<file path="src/rtl/stopwatch_ctrl.sv">
// Stopwatch sequencer: button synchronizer and debouncer, start/pause/lap/clear
// state machine, centisecond prescaler and a six-digit BCD mm:ss.cc counter
// with a registered display mux feeding the 7-segment decoders.
module stopwatch_ctrl #(
    parameter int unsigned CLK_HZ          = 50_000_000,
    parameter int unsigned TICK_HZ         = 100,
    parameter int unsigned DEBOUNCE_CYCLES = 500_000
) (
    input  logic       clk,
    input  logic       rst_n,
    input  logic       pio_button,
    input  logic [1:0] switch,
    output logic [3:0] digit0,
    output logic [3:0] digit1,
    output logic [3:0] digit2,
    output logic [3:0] digit3,
    output logic [3:0] digit4,
    output logic [3:0] digit5,
    output logic       running,
    output logic       lap_active
);

    localparam int unsigned DIV = CLK_HZ / TICK_HZ;
    localparam int unsigned PW  = (DIV > 1) ? $clog2(DIV) : 1;
    localparam int unsigned DW  = $clog2(DEBOUNCE_CYCLES + 1);

    localparam logic [1:0] CmdStartStop = 2'b00;
    localparam logic [1:0] CmdLap       = 2'b01;
    localparam logic [1:0] CmdClear     = 2'b10;

    typedef enum logic [1:0] {StIdle, StRun, StPause, StLap} state_e;

    logic          btn_meta, btn_sync;
    logic [1:0]    sw_meta, sw_sync;
    logic          db_level;
    logic [DW-1:0] db_cnt;
    logic          press;
    logic [1:0]    cmd;

    state_e           state_q, state_d;
    logic [5:0][3:0]  cnt_q, cnt_d;
    logic [5:0][3:0]  lap_q, lap_d;
    logic [5:0][3:0]  disp_q, disp_d;
    logic [PW-1:0]    presc_q, presc_d;
    logic             counting, tick;

    // Ripple-carry BCD increment; digits 3 and 5 roll over at 5 (seconds/minutes tens).
    function automatic logic [5:0][3:0] bcd_inc(input logic [5:0][3:0] c);
        logic [5:0][3:0] r;
        logic            carry;
        logic [3:0]      lim;
        r     = c;
        carry = 1'b1;
        for (int i = 0; i < 6; i++) begin
            lim = (i == 3 || i == 5) ? 4'd5 : 4'd9;
            if (carry) begin
                if (c[i] >= lim) begin
                    r[i] = 4'd0;
                end else begin
                    r[i]  = c[i] + 4'd1;
                    carry = 1'b0;
                end
            end
        end
        return r;
    endfunction

    // Two-flop synchronizers; the button idles released (high).
    always_ff @(posedge clk or negedge rst_n) begin
        if (!rst_n) begin
            btn_meta <= 1'b1;
            btn_sync <= 1'b1;
            sw_meta  <= 2'b00;
            sw_sync  <= 2'b00;
        end else begin
            btn_meta <= pio_button;
            btn_sync <= btn_meta;
            sw_meta  <= switch;
            sw_sync  <= sw_meta;
        end
    end

    // Debounce: accept a level after DEBOUNCE_CYCLES consecutive differing samples;
    // a 1->0 acceptance emits a one-cycle press with the switch sampled alongside it.
    always_ff @(posedge clk or negedge rst_n) begin
        if (!rst_n) begin
            db_level <= 1'b1;
            db_cnt   <= '0;
            press    <= 1'b0;
            cmd      <= 2'b00;
        end else begin
            press <= 1'b0;
            cmd   <= sw_sync;
            if (btn_sync == db_level) begin
                db_cnt <= '0;
            end else if (db_cnt == DW'(DEBOUNCE_CYCLES - 1)) begin
                db_level <= btn_sync;
                db_cnt   <= '0;
                press    <= ~btn_sync;
            end else begin
                db_cnt <= db_cnt + DW'(1);
            end
        end
    end

    // Next state: tick and counter use the pre-transition state, then the command applies.
    always_comb begin
        state_d  = state_q;
        cnt_d    = cnt_q;
        lap_d    = lap_q;
        presc_d  = presc_q;
        counting = (state_q == StRun) || (state_q == StLap);
        tick     = counting && (presc_q == PW'(DIV - 1));
        if (counting) begin
            presc_d = tick ? '0 : presc_q + PW'(1);
        end
        if (tick) begin
            cnt_d = bcd_inc(cnt_q);
        end
        if (press) begin
            unique case (state_q)
                StIdle: begin
                    if (cmd == CmdStartStop) state_d = StRun;
                end
                StRun: begin
                    if (cmd == CmdStartStop) begin
                        state_d = StPause;
                    end else if (cmd == CmdLap) begin
                        state_d = StLap;
                        lap_d   = cnt_q;
                    end
                end
                StLap: begin
                    if (cmd == CmdStartStop) begin
                        state_d = StPause;
                    end else if (cmd == CmdLap) begin
                        state_d = StRun;
                    end
                end
                StPause: begin
                    if (cmd == CmdStartStop) begin
                        state_d = StRun;
                    end else if (cmd == CmdClear) begin
                        state_d = StIdle;
                        cnt_d   = '0;
                        presc_d = '0;
                    end
                end
                default: state_d = StIdle;
            endcase
        end
        disp_d = (state_d == StLap) ? lap_d : cnt_d;
    end

    // State, count, lap register and registered outputs.
    always_ff @(posedge clk or negedge rst_n) begin
        if (!rst_n) begin
            state_q    <= StIdle;
            cnt_q      <= '0;
            lap_q      <= '0;
            presc_q    <= '0;
            disp_q     <= '0;
            running    <= 1'b0;
            lap_active <= 1'b0;
        end else begin
            state_q    <= state_d;
            cnt_q      <= cnt_d;
            lap_q      <= lap_d;
            presc_q    <= presc_d;
            disp_q     <= disp_d;
            running    <= (state_d == StRun) || (state_d == StLap);
            lap_active <= (state_d == StLap);
        end
    end

    assign digit0 = disp_q[0];
    assign digit1 = disp_q[1];
    assign digit2 = disp_q[2];
    assign digit3 = disp_q[3];
    assign digit4 = disp_q[4];
    assign digit5 = disp_q[5];

endmodule
</file>
<file path="config.mk">
export PLATFORM = sky130hd
export DESIGN_NAME = stopwatch_ctrl
export DESIGN_NICKNAME = d
export VERILOG_FILES = /design/src/rtl/stopwatch_ctrl.sv
export SDC_FILE = /design/constraint.sdc
export NUM_CORES = 1
export LEC_CHECK = 0
export CELL_PAD_IN_SITES_DETAIL_PLACEMENT = 1
export CELL_PAD_IN_SITES_GLOBAL_PLACEMENT = 1
export CORE_AREA = 2 2 140 142
export CTS_CLUSTER_SIZE = 20
export DETAILED_ROUTE_END_ITERATION = 12
export DIE_AREA = 0 0 142 144
export PLACE_DENSITY = 0.59
export SYNTH_ARGS = -nofsm -noshare
export SYNTH_HDL_FRONTEND = slang
export SYNTH_SLANG_ARGS = --single-unit
</file>
<file path="constraint.sdc">
create_clock -name clk -period 2.5 [get_ports clk]
set_input_delay 0.5 -clock clk [delete_from_list [all_inputs] [get_ports clk]]
set_output_delay 0.5 -clock clk [all_outputs]
set_load 0.05 [all_outputs]
</file>
Yosys cells after proc, flatten, opt, wreduce, memory -nomap -nowiden
Index checks and enable logic that the tools add are counted.

Order comparisons: 6. Muxes and demuxes: 54. Add/sub/neg operators: 8. Reductions and logical operators: 6. Bitwise operators: 2. Equal/unequal tests: 10.

Operators with widths (count): two-way mux 24 bit (10); two-way mux 19 bit (8); two-way mux 4 bit (11); adder 19 x 1 -> 19 bit, second input constant (2); == test 19 bit, second input constant (2); adder 4 x 1 -> 4 bit, second input constant (6); >= comparator 4 bit, second input constant (4); two-way mux 1 bit (16); two-way mux 2 bit (8); == test 2 bit, second input constant (4); >= comparator 4 x 3 -> 1 bit, second input constant (2); case mux 2 bit (4 select lines) (1); == test 2 x 1 -> 1 bit, second input constant (3); zero test 2 bit (2); logical OR 1 bit (2); NOT 1 bit (2); AND reduction 2 bit (1); == test 1 bit (1); logical AND 1 bit (1).

Bits of input ports: 5. Word-level logic and storage cells: 116. Register bits: 124.

Longest topological paths before layout
Word-level depth: 19. Depth in mapped cells: 9. Mapped depth without buffers: 8.

Worst setup path before layout
OpenSTA, ideal clock, no wires.

Path type: register to register. Start: reg, netlist name running. End: reg disp_q (netlist bit digit1[2]). Setup slack: 0.024 ns. Path buffers: 2. Arrival: 2.411 ns. Clock period less this slack: 2.476 ns. Cell stages (with the launch flop): 9. Cell sequence: dfrtp_1 > and4_1 > buf_2 > nand3_2 > or3_1 > buf_2 > or4b_1 > a21oi_2 > mux2_2.

RTL lines: end signal, assigned (RTL line 170) `disp_q <= disp_d;`; end, declared (RTL line 43) `logic [5:0][3:0] disp_q, disp_d;`.

==> impl_metrics.ini <==
[outcome]
run_status = finished, final reports clean

[global_routing]
grt.overflow.total = 0
grtUsageMet2_pct = 23.9
grt_usage_pct = 14.1
grt_pass1_vias = 4304
grt_max_degree = 48
use_met3_pct = 3.41
grt_busiest_layer = met2
antenna_found_initial = 0
met1_usage_pct = 17.4
grt_pass1_wl_um = 22200

[synthesis]
synth_top_cell_area_share_pct = 53.8
ys_top_cells_by_area = dfrtp_1, mux2_2, nor2_1
synth_edf_count = 0
netlist_instances = 519
synthesis.yosys.warnings = 0
synth_seq_cells = 123
yosysTopAreaCell = dfrtp_1
ys_types = 49
syn_area_per_cell_sq_um = 10.8
synth_async_sr_flop_share_pct = 100
synth_flop_cell = dfrtp_1
netlist_area_sq_mm = 0.00558
seq_area_frac_synth_pct = 55.2
synth_fp_nets = 544

[sta]
finClkSkew_ns = 0.00927
hold_ws_ns = 0.0924
fin_setup_tns_ns = 0
finalHoldViolations = 0
fin_crit_ns = 2.36
drv_slew = 0
slew_headroom_pct = 49.9
worst_pin_slew_ns = 0.744
max_freq_mhz = 424
setup_viol = 0
finalCritPeriodShare_pct = 94.3
rsz0062_at_grt = false

[finish]
nFillCells = 2066
multi_input_area_sq_mm = 0.00238
fin_util_pct = 36.1
fin_cells = 826
drive_above_1_share_pct = 17.7
diodes = 0
register_area_sq_mm = 0.00308
syn_to_final_growth_pct = 23.5
final_nets = 600

[setup_path]
end_kind = flop
critPathBufInv = 0
cpMaxStageDelayCell = or4b_1
required_ns = 2.86
path_delay_family = simple AND/OR/NAND/NOR gates
worstPathMaxFanout = 5
criticalPathCategory = reg2reg
path_cells = nor4b_2 > nand3_2 > or3_1 > or4b_1 > a21oi_2 > mux2_2
start_kind = flop
slowest_delay_ns = 0.52
worstPathArrival_ns = 2.71

[cts]
cts-root-buf = clkbuf_16
cts_inserted_buffers = 17
cts_tree = built
clkTransAtPathRegs_ns = 0.05
cts_max_path_buffers = 2
cts_htree_levels = 4
cts_sinks = 123
clock_latency_ns = 0.42

[power_and_ir_drop]
pwr_density_cell_mw_per_mm2 = 633
vdd_ir_drop_max_v = 0.000456
total_leakage_power_nw = 3.20

[routing]
wl_um = 13100
postRouteAntennaNets = 0
vias = 3950
wl_per_cell_um = 15.9
dr.pass1.iters = 6
viasPerCell = 4.78
drc = 0
drt_iter0_drc = 139

[floorplanning]
die_w_um = 142
dieArea_sq_mm = 0.0204
core_sq_mm = 0.0191
die_h_um = 144
placementRows = 51
ios = 31
start_util_pct = 29.2

[flow_run]
cap_viol_max_count = 0

[placement]
io_buffers = 30
gp_congestion = 0.756
dp_hpwl_um = 9080
dp_cells = 794

[worst_hold_path]
hold_path.class = in2async
## final cells by class
cell class / instances / area share [%]
sequential: 123 / 44.8
multi-input combinational: 359 / 34.5
timing repair buffer: 55 / 7.41
clock buffer: 24 / 6.99
tap: 238 / 4.32
inverter: 19 / 1.04
clock inverter: 8 / 0.981
## metal layers
layer,share of wire (%),vias to the layer above,routed length (um)
met3,2.4,16,319
met4,1.6,0,210
li1,-,1888,-
met1,46,2010,6060
met2,50,36,6530
met5,0,-,0
## layout by cell type (no fill, tap or decap), drive strengths merged, types with 3 or more instances in the layout
| master | n |
|---|---|
| dfrtp | 120 |
| nor2 | 71 |
| nand2 | 43 |
| mux2 | 32 |
| clkdlybuf4s50 | 29 |
| buf | 26 |
| xor2 | 25 |
| nand3 | 24 |
| clkbuf | 24 |
| ha | 20 |
| inv | 19 |
| a21oi | 18 |
| o21ai | 17 |
| nand4 | 12 |
| nor3 | 12 |
| xnor2 | 10 |
| nand2b | 8 |
| a31oi | 7 |
| or3 | 7 |
| o31ai | 6 |
| and3 | 6 |
| clkinv | 6 |
| and4 | 5 |
| nor4 | 5 |
| mux2i | 4 |
| a41oi | 3 |
| dfstp | 3 |
| or2 | 3 |
| nor4b | 3 |
## per-stage QoR
step                area (sq um)  power [mW]  setup WS [ns]
finish                      6890        4.36          0.142
global route                6890        4.54        0.00196
CTS                         6880        4.44          0.110
detailed placement          6330        2.12          0.122
global placement            6330        2.12          0.198
floorplan                   5580        2.06         0.0242
## final timing paths
| check | from | end | slack, ns | cells past startpoint |
|---|---|---|---|---|
| setup reg to reg | presc_q[7]$_DFF_PN0_ | digit1[2]$_DFF_PN0_ | 0.14 | 6 |
| max in group asynchronous | rst_n | btn_meta$_DFF_PN1_ | 1.71 | 2 |
| hold reg to reg | sw_sync[1]$_DFF_PN0_ | cmd[1]$_DFF_PN0_ | 0.35 | 0 |
| hold / removal | rst_n | lap_q[8]$_DFF_PN0_ | 0.09 | 1 |
| min in group clk | sw_sync[1]$_DFF_PN0_ | cmd[1]$_DFF_PN0_ | 0.35 | 0 |
| setup / recovery | presc_q[7]$_DFF_PN0_ | digit1[2]$_DFF_PN0_ | 0.14 | 6 |
## Yosys cell counts (2+ instances only)
| cell type | instances |
|---|---|
| a21oi_1 | 17 |
| a31oi_1 | 7 |
| a41oi_1 | 3 |
| and2_1 | 2 |
| and3_1 | 6 |
| and4_1 | 5 |
| buf_2 | 2 |
| clkbuf_1 | 15 |
| dfrtp_1 | 120 |
| dfstp_2 | 3 |
| ha_1 | 20 |
| inv_1 | 18 |
| mux2_2 | 32 |
| mux2i_1 | 4 |
| nand2_1 | 43 |
| nand2b_1 | 8 |
| nand3_1 | 23 |
| nand4_1 | 12 |
| nor2_1 | 71 |
| nor2b_1 | 2 |
| nor3_1 | 11 |
| nor3b_1 | 2 |
| nor4_1 | 3 |
| nor4_2 | 2 |
| nor4b_1 | 2 |
| o21a_1 | 2 |
| o21ai_0 | 15 |
| o21ai_1 | 2 |
| o31ai_1 | 6 |
| or2_1 | 2 |
| or3_1 | 7 |
| or4b_1 | 2 |
| xnor2_1 | 10 |
| xor2_1 | 25 |
## flip-flops by register name, summed over array words and instances (netlist names), 4 cells and up
name and cells:
digit1 4, lap_q 24, digit0 4, digit4 4
db_cnt 19, cnt_q 24, presc_q 19, digit3 4
digit2 4, digit5 4
## worst register-to-register path, delay by kind of cell (launching register included)
family,cells,cell delay (ns)
compound gates,1,0.17
flops,1,0.44
mux,1,0.17
simple gates,4,1.52
## what timing repair did
| item | 4_1_cts | 5_1_grt |
|---|---|---|
| buffers inserted | 0 | 0 |
| endpoints found under the setup margin | 0 | 8 |
| gates resized for setup | 0 | 4 |
| hold buffers | 0 | 0 |
## where the power goes
group	internal, mW	switching, mW
combinational	0.0170	0.0502
sequential	2.00	0.00719
clock	1.43	0.850
## cells by family after synthesis
logic type | Yosys count | share of synthesized area [%]
compound gates | 56 | 5.94
xor+xnor | 35 | 5.49
fa+ha+maj | 20 | 4.48
buf+inv | 37 | 2.53
flops | 123 | 55.2
mux | 36 | 7.17
simple gates | 212 | 19.1
No activity file was read; power rests on OpenSTA's default activity.
